### config.mk
export PLATFORM = sky130hd
export DESIGN_NAME = mem8_word_bridge_flat
export DESIGN_NICKNAME = d
export VERILOG_FILES = /design/src/rtl/mem8_word_bridge_if.sv /design/src/rtl/mem8_word_bridge.sv /design/src/flat_wrapper.sv
export SDC_FILE = /design/constraint.sdc
export NUM_CORES = 1
export LEC_CHECK = 0
export ABC_AREA = 0
export CAP_MARGIN = 5
export CORE_MARGIN = 3
export CORE_UTILIZATION = 35
export CTS_BUF_LIST = sky130_fd_sc_hd__clkbuf_16
export DETAILED_ROUTE_END_ITERATION = 10
export HOLD_SLACK_MARGIN = 0.05
export SKIP_CTS_REPAIR_TIMING = 1
export SLEW_MARGIN = 20
export SYNTH_ARGS = -nofsm -noshare
export SYNTH_HDL_FRONTEND = slang
export SYNTH_SLANG_ARGS = --single-unit
### constraint.sdc
create_clock -name clk -period 6.5 [get_ports clk]
set_input_delay 1.625 -clock clk [delete_from_list [all_inputs] [get_ports clk]]
set_output_delay 1.625 -clock clk [all_outputs]
set_load 0.05 [all_outputs]
### src/rtl/mem8_word_bridge_if.sv
// iBus8: byte-wide memory bus between an initiator and a responder
interface iBus8 #(
  parameter int ASZ = 17,
  parameter int DSZ = 8
);
  logic           we;
  logic [ASZ-1:0] ai;
  logic [DSZ-1:0] vi;
  logic [DSZ-1:0] vo;
  modport master (output we, ai, vi, input vo);
  modport slave  (input we, ai, vi, output vo);
endinterface

### src/rtl/mem8_word_bridge.sv
// mem8_word_bridge: splits byte/half/word accesses into sequential iBus8 byte transfers
module mem8_word_bridge #(
  parameter int ASZ = 17,
  parameter int DSZ = 8
) (
  input  logic           clk,
  input  logic           rst,
  input  logic           req,
  input  logic           rw,
  input  logic [1:0]     sz,
  input  logic [ASZ-1:0] addr,
  input  logic [31:0]    wdata,
  output logic [31:0]    rdata,
  output logic           ack,
  output logic           err,
  output logic           busy,
  iBus8.master           b8
);
  typedef enum logic [1:0] {IDLE, XFER, RTAIL, DONE} state_t;
  state_t         state, state_nxt;
  logic           rw_r, err_r, bad;
  logic [2:0]     n_r, k, n_req;
  logic [ASZ-1:0] addr_r;
  logic [31:0]    wdata_r, keep;
  logic [ASZ:0]   last;
  logic [4:0]     cap_sh;
  assign n_req  = sz == 2'd0 ? 3'd1 : sz == 2'd1 ? 3'd2 : sz == 2'd2 ? 3'd4 : 3'd0;
  assign keep   = sz == 2'd0 ? 32'h0000_00ff : sz == 2'd1 ? 32'h0000_ffff : 32'hffff_ffff;
  assign last   = {1'b0, addr} + (ASZ+1)'(n_req) - (ASZ+1)'(1);
  assign bad    = sz == 2'd3 || last[ASZ];
  assign cap_sh = {k[1:0] - 2'd1, 3'b000};
  assign busy   = state != IDLE;
  assign ack    = state == DONE;
  assign err    = ack && err_r;
  // a write strobe is withheld in a reset cycle so an aborted transfer never writes again
  assign b8.we  = state == XFER && rw_r && !rst;
  assign b8.ai  = state == XFER ? addr_r + ASZ'(k) : '0;
  assign b8.vi  = state == XFER && rw_r ? DSZ'(wdata_r >> {k[1:0], 3'b000}) : '0;
  // state register
  always_ff @(posedge clk) begin
    if (rst) state <= IDLE;
    else     state <= state_nxt;
  end
  // next-state logic; out-of-range or illegal requests skip straight to DONE
  always_comb begin
    state_nxt = state;
    case (state)
      IDLE:    state_nxt = req ? (bad ? DONE : XFER) : IDLE;
      XFER:    state_nxt = k == n_r - 3'd1 ? (rw_r ? DONE : RTAIL) : XFER;
      RTAIL:   state_nxt = DONE;
      default: state_nxt = IDLE;
    endcase
  end
  // request latch, byte index and read-data capture (vo lags ai by one clock)
  always_ff @(posedge clk) begin
    if (rst) begin
      rw_r    <= 1'b0;
      err_r   <= 1'b0;
      n_r     <= '0;
      k       <= '0;
      addr_r  <= '0;
      wdata_r <= '0;
      rdata   <= '0;
    end else begin
      case (state)
        IDLE: if (req) begin
          rw_r    <= rw;
          err_r   <= bad;
          n_r     <= n_req;
          k       <= '0;
          addr_r  <= addr;
          wdata_r <= wdata;
          if (!rw && !bad) rdata <= rdata & keep;
        end
        XFER: begin
          k <= k + 3'd1;
          if (!rw_r && k != 3'd0) rdata[cap_sh +: 8] <= b8.vo[7:0];
        end
        RTAIL:   rdata[cap_sh +: 8] <= b8.vo[7:0];
        default: ;
      endcase
    end
  end
endmodule
### src/flat_wrapper.sv
// flat-port wrapper written by rule: the top's interface ports become plain ports
module mem8_word_bridge_flat 
#(
  parameter int ASZ = 17,
  parameter int DSZ = 8
)
  (clk, rst, req, rw, sz, addr, wdata, rdata, ack, err, busy, b8_we, b8_ai, b8_vi, b8_vo);
  iBus8 #(.ASZ(ASZ), .DSZ(DSZ)) b8_i ();
  input  logic clk;
  input  logic rst;
  input  logic req;
  input  logic rw;
  input  logic [1:0] sz;
  input  logic [ASZ-1:0] addr;
  input  logic [31:0] wdata;
  output logic [31:0] rdata;
  output logic ack;
  output logic err;
  output logic busy;
  output wire logic [$bits(b8_i.we)-1:0] b8_we;
  output wire logic [$bits(b8_i.ai)-1:0] b8_ai;
  output wire logic [$bits(b8_i.vi)-1:0] b8_vi;
  input wire logic [$bits(b8_i.vo)-1:0] b8_vo;
  assign b8_we = b8_i.we;
  assign b8_ai = b8_i.ai;
  assign b8_vi = b8_i.vi;
  assign b8_i.vo = b8_vo;
  mem8_word_bridge #(.ASZ(ASZ), .DSZ(DSZ)) u_core (.clk(clk), .rst(rst), .req(req), .rw(rw), .sz(sz), .addr(addr), .wdata(wdata), .rdata(rdata), .ack(ack), .err(err), .busy(busy), .b8(b8_i));
endmodule
; Word level (Yosys, flattened, before mapping)
; Index checks and enable logic that the tools add are counted.
[op_classes]
n_addsub = 7
n_mul = 0
n_div = 0
order_cmp = 0
n_eq_ne = 10
shifts = 3
muxes = 19
n_bitwise = 1
reduce_logical = 19
[op_table]
columns = op, n
row1 = 2-to-1 mux 32 bit, 5
row2 = one-hot mux 32 bit (3 select lines), 1
row3 = AND 32 bit, 1
row4 = bitwise mux 32 bit, 1
row5 = "variable shift 8 x 7 -> 32 bit, first input constant", 1
row6 = variable part select 8 x 7 -> 32 bit, 1
row7 = >> shifter 32 x 5 -> 8 bit, 1
row8 = adder 17 x 3 -> 18 bit, 1
row9 = "subtractor 18 x 1 -> 18 bit, second input constant", 1
row10 = adder 17 x 3 -> 17 bit, 1
row11 = 2-to-1 mux 17 bit, 1
row12 = 2-to-1 mux 3 bit, 4
row13 = "== test 2 bit, second input constant", 4
row14 = 2-to-1 mux 8 bit, 1
row15 = negation 5 -> 7 bit, 1
row16 = 2-to-1 mux 2 bit, 3
row17 = one-hot mux 2 bit (3 select lines), 1
row18 = one-hot mux 3 bit (2 select lines), 1
row19 = nonzero test 3 bit, 2
row20 = logical AND 1 bit, 5
row21 = "== test 2 x 1 -> 1 bit, second input constant", 2
row22 = zero test 1 bit, 4
row23 = zero test 2 bit, 2
row24 = "inequality test 2 bit, second input constant", 2
row25 = other kinds (10), 12
[totals]
reg_bits = 91
latchBits = 0
ram_bits = 0
romBits = 0
input_bits = 63
out_inout_bits = 61
wordCells = 67
memories = 0

; Longest topological paths before layout
[depth]
depth_word = 12
depth_mapped = 12
ltp_nobuf = 11

; Worst setup path before layout
; Ideal clock, no wire load.
[synth_path]
path_kind = input to output
from = input rst
to = output b8_we
arrival_time_ns = 2.685
required_time_ns = 4.875
path_slack_ns = 2.190
cell_stages = 3
path_buffers = 2
path_cell_list = clkbuf_1 -> buf_1 -> nor2_1
[synth_via]
elab_chain_cells = 2
[synth_lines]
columns = item, line_no
row1 = "start, declared", flat_wrapper.sv:10  ; input logic rst;
row2 = zero test 1 bit, mem8_word_bridge.sv:36  ; assign b8.we = state == XFER && rw_r && !rst;
row3 = logical AND 1 bit, mem8_word_bridge.sv:36
row4 = "end, declared", flat_wrapper.sv:20  ; output wire logic [$bits(b8_i.we)-1:0] b8_we;
; No other way between the ends.

; Worst setup path after layout
[layout_path]
from = register u_core.k[1]
to = output b8_ai[15]
[layout_via]
elab_chain_cells = 2
[layout_lines]
columns = item, line_no
row1 = "start, declared", mem8_word_bridge.sv:22  ; logic [2:0] n_r, k, n_req;
row2 = "start signal, assigned", mem8_word_bridge.sv:76  ; k <= k + 3'd1;
row3 = adder 17 x 3 -> 17 bit, mem8_word_bridge.sv:37  ; assign b8.ai = state == XFER ? addr_r + ASZ'(k) : '0;
row4 = 2-to-1 mux 17 bit, mem8_word_bridge.sv:37
row5 = "end, declared", flat_wrapper.sv:21  ; output wire logic [$bits(b8_i.ai)-1:0] b8_ai;
; No other way between the ends.

==> reports/qor.tcl <==
set qor(clock_latency_ns) 0.34
set qor(post-place-ws_ns) 1.48
set qor(grt_max_degree) 96
set qor(drc) 0
set qor(critical_path_arrival_ns) 3.41
set qor(hpwlAfterDp_um) 9700
set qor(proportion_of_layout_cells_with_a_drive_suffix_above_1_pct) 4.55
set qor(sequential_cell_area_mm2) 0.00182
set qor(relSlewSlack_pct) 29.4
set qor(htree_levels) 3
set qor(post-route-min-period_ns) 5.03
set qor(die-width_um) 122
set qor(rsz0062_at_grt) {no}
set qor(regToRegEndpoint) {u_core.rdata[12]$_SDFFE_PP0P_}
set qor(syn_to_final_growth_pct) 34.9
set qor(drt_iter0_markers) 224
set qor(finish_stage_setup_viols) 0
set qor(rrSetupSlack_ns) 3.44
set qor(r2r.worst_path.cells) 8
set qor(antenna-diode-count) 0
set qor(syn-num-nets) 666
set qor(regToRegStartpoint) {u_core.state[1]$_SDFF_PP0_}
set qor(globalplace.congestion) 0.814
set qor(drt-wirelength-per-cell_um) 15.5
set qor(wire_length_of_the_first_global_routing_pass_um) 21200
set qor(hold_path.class) {reg -> reg}
set qor(grt-ovfl-total) 0
set qor(cp_data_required_time_ns) 4.88
set qor(setup_total_negative_slack_ns) 0
set qor(num-nets-final) 771
set qor(netlist.area_leader.share_pct) 38.7
set qor(synthesis.yosys.warnings) 0
set qor(dpl_cell_area_mm2) 0.00604
set qor(part_of_the_yosys_area_used_for_sequential_elements_pct) 38.7
set qor(via_count) 4288
set qor(drtPass1Iterations) 4
set qor(total_standard_cell_area_after_synthesis_mm2) 0.00471
set qor(outcome) {completed}
set qor(gr-usage-all-layers_pct) 18.1
set qor(hold_path.startpoint) {u_core.err_r$_SDFFE_PP0P_}
set qor(hold_viol_final) 0
set qor(leakage_uw) 0.00237
set qor(grt_antenna_before_repair) 1
set qor(layoutNonFillerInstCount) 854
set qor(synthesis.instances) 572
set qor(first_global_vias) 4202
set qor(clock_path_buffers) 2
set qor(cts_inserted_buffers) 9
set qor(initial_core_util_pct) 36.6
set qor(fp.dieArea_mm2) 0.0149
set qor(timing.critical_path.slowest_stage_cell) {dfxtp_1}
set qor(timing.setup.critical_path_class) {reg -> out}
set qor(finalWirelength_um) 13200
set qor(boundaryPins) 124
set qor(cts_num_sinks) 91
set qor(core_region_area_mm2) 0.0129
set qor(routed_via_density) 5.02
set qor(endpoint_kind) {primary output}
set qor(synth-edff-count) 0
set qor(holdPathStages) 2
set qor(yosys-top-cells-area) {dfxtp_1 39%, nand2_1 9.1%, a21oi_1 8.1%}
set qor(worst-path-max-fanout) 15
set qor(place.port_buffers) 123
set qor(tritoncts_clock_tree) {done}
set qor(fp.dieH_um) 122
set qor(max_stage_delay_ns) 0.84
set qor(hold-worst-slack_ns) 0.450
set qor(startpoint_type) {flop}
set qor(max_freq_mhz) 199
set qor(synth_area_leader_cell) {dfxtp_1}
set qor(ys_ff_latch) 91
set qor(fillCellCount) 1255
set qor(clock_skew_ns) 0.00740
set qor(timing.final.ws_setup_ns) 1.47
set qor(yosys.cell_types.count) 47
set qor(final_max_slew_viol_count) 0
set qor(final_min_period_over_clock_period_pct) 77.4
set qor(fin_area_mm2) 0.00635
set qor(synth_top_flop_cell) {dfxtp_1}
set qor(postRouteAntennaNets) 0
set qor(pwr_density_cell_mw_per_mm2) 243
set qor(multi_input_comb_area_mm2) 0.00260
set qor(cts-root-buf) {clkbuf_16}
set qor(rows) 41
set qor(dp_cells) 838
set qor(maximum_resistive_drop_on_vdd_mv) 0.145
set qor(post_synth.cell_area_avg_um2) 8.23
set qor(clkTransAtPathRegs_ns) 0.06
set qor(min_delay_worst_endpoint) {u_core.err_r$_SDFFE_PP0P_}
set qor(synthArstFlopShare_pct) 0
set qor(drv.max_cap_violation_count) 0
set qor(worstMarginPinSlew_ns) 1.05
set qor(path_cells) {ha_1, a21o_1, a21oi_1, nor2b_1, and3_1, nand3_1, xor2_1, nor2_1, clkdlybuf4s50_1}
## how the worst max path moves through the flow
stage               slack (ns)                             to                startpoint
CTS                       1.38                      b8_ai[13]  u_core.k[1]$_SDFFE_PP0P_
floorplan                 2.19                          b8_we                       rst
detailed placement        1.48  u_core.rdata[11]$_SDFFE_PP0P_                     sz[0]
global placement          1.59  u_core.rdata[14]$_SDFFE_PP0P_                     sz[0]
global route              1.15                      b8_ai[13]  u_core.k[1]$_SDFFE_PP0P_
finish                    1.47                      b8_ai[15]  u_core.k[1]$_SDFFE_PP0P_
## registers in the layout, indices dropped and copies added, names as in the netlist
| signal | cells |
|---|---|
| u_core.wdata_r | 32 |
| u_core.addr_r | 17 |
| u_core.k | 3 |
| u_core.err_r | 1 |
| u_core.n_r | 3 |
| u_core.rw_r | 1 |
| u_core.rdata | 32 |
| u_core.state | 2 |
## area by class of cell
cell class / instances / area share [%]
sequential: 91 / 28.7
clock inverter: 7 / 1.34
inverter: 44 / 2.60
timing repair buffer: 125 / 19.5
clock buffer: 9 / 3.54
multi-input combinational: 406 / 40.9
tap: 172 / 3.39
## synthesized netlist by cell type, drive strengths merged (2+ instances only)
| master | count |
|---|---|
| a211oi | 2 |
| a21o | 3 |
| a21oi | 76 |
| a22o | 7 |
| and2 | 6 |
| and3 | 5 |
| buf | 5 |
| clkbuf | 26 |
| dfxtp | 91 |
| ha | 30 |
| inv | 44 |
| mux2i | 2 |
| mux4 | 8 |
| nand2 | 114 |
| nand2b | 13 |
| nand3 | 11 |
| nand3b | 2 |
| nand4 | 4 |
| nand4b | 2 |
| nor2 | 26 |
| nor2b | 12 |
| nor3 | 3 |
| nor4 | 2 |
| o21ai | 16 |
| o22ai | 2 |
| o32ai | 15 |
| or3 | 4 |
| or4b | 10 |
| xnor2 | 8 |
| xor2 | 10 |
## per-stage QoR
step	util (%)	total power (µW)
CTS	49.3	1560
global route	49.3	1630
global placement	46.9	1010
floorplan	-	889
detailed placement	46.9	1020
finish	49.3	1540
## metal layers
layer / wire length, µm / GRT usage (%) / part of all wire [%] / vias up
li1: - / - / - / 2168
met1: 5930 / 23.9 / 45 / 1992
met2: 6380 / 29.8 / 48 / 114
met3: 680 / 3.16 / 5.1 / 14
met4: 215 / 6.23 / 1.6 / 0
met5: 0 / 0 / 0 / -
## critical path: cells and delay by family (launching register included)
kind / cells / cell delay [ns]
xor+xnor: 1 / 0.16
simple gates: 4 / 0.84
buf+inv: 1 / 0.82
flops: 1 / 0.84
compound gates: 2 / 0.15
fa+ha+maj: 1 / 0.28
## power breakdown
group | switching (µW) | internal [µW] | total (µW)
Sequential | 27.0 | 598 | 625
Clock | 208 | 333 | 540
Combinational | 232 | 144 | 377
Total | 467 | 1070 | 1540
## cell families (layout without fill, tap and decap cells)
logic type,after synthesis,in the layout,share of synthesized area [%]
multiplexers,11,11,4.57
buffers and inverters,75,185,6.19
flip-flops,91,91,38.7
AO/OA/AOI/OAI,129,129,16.6
AND/OR/NAND/NOR,217,217,22.3
XOR/XNOR,18,18,3.35
adder cells (fa/ha/maj),31,31,8.40
## cell usage in the layout (no fill, tap or decap), types with 2 or more instances in the layout
cell type and count:
xnor2_1 8, clkbuf_16 9, buf_4 2, a211oi_1 2, clkdlybuf4s50_1 122, a21oi_1 76, nor2_1 26, nand2b_1 13
o22ai_1 2, or3_1 4, nand4_1 4, a22o_1 7, nor3_1 3, xor2_1 10, and3_1 5, dfxtp_1 91
nand3_1 11, and2_1 5, or4b_1 10, ha_1 30, inv_1 46, bufinv_16 2, o21ai_0 16, mux4_2 8
o32ai_1 15, a21o_1 3, nor2b_1 12, nand3b_1 2, nand4b_1 2, nand2_1 113
Power figures use the tool's default switching activity.
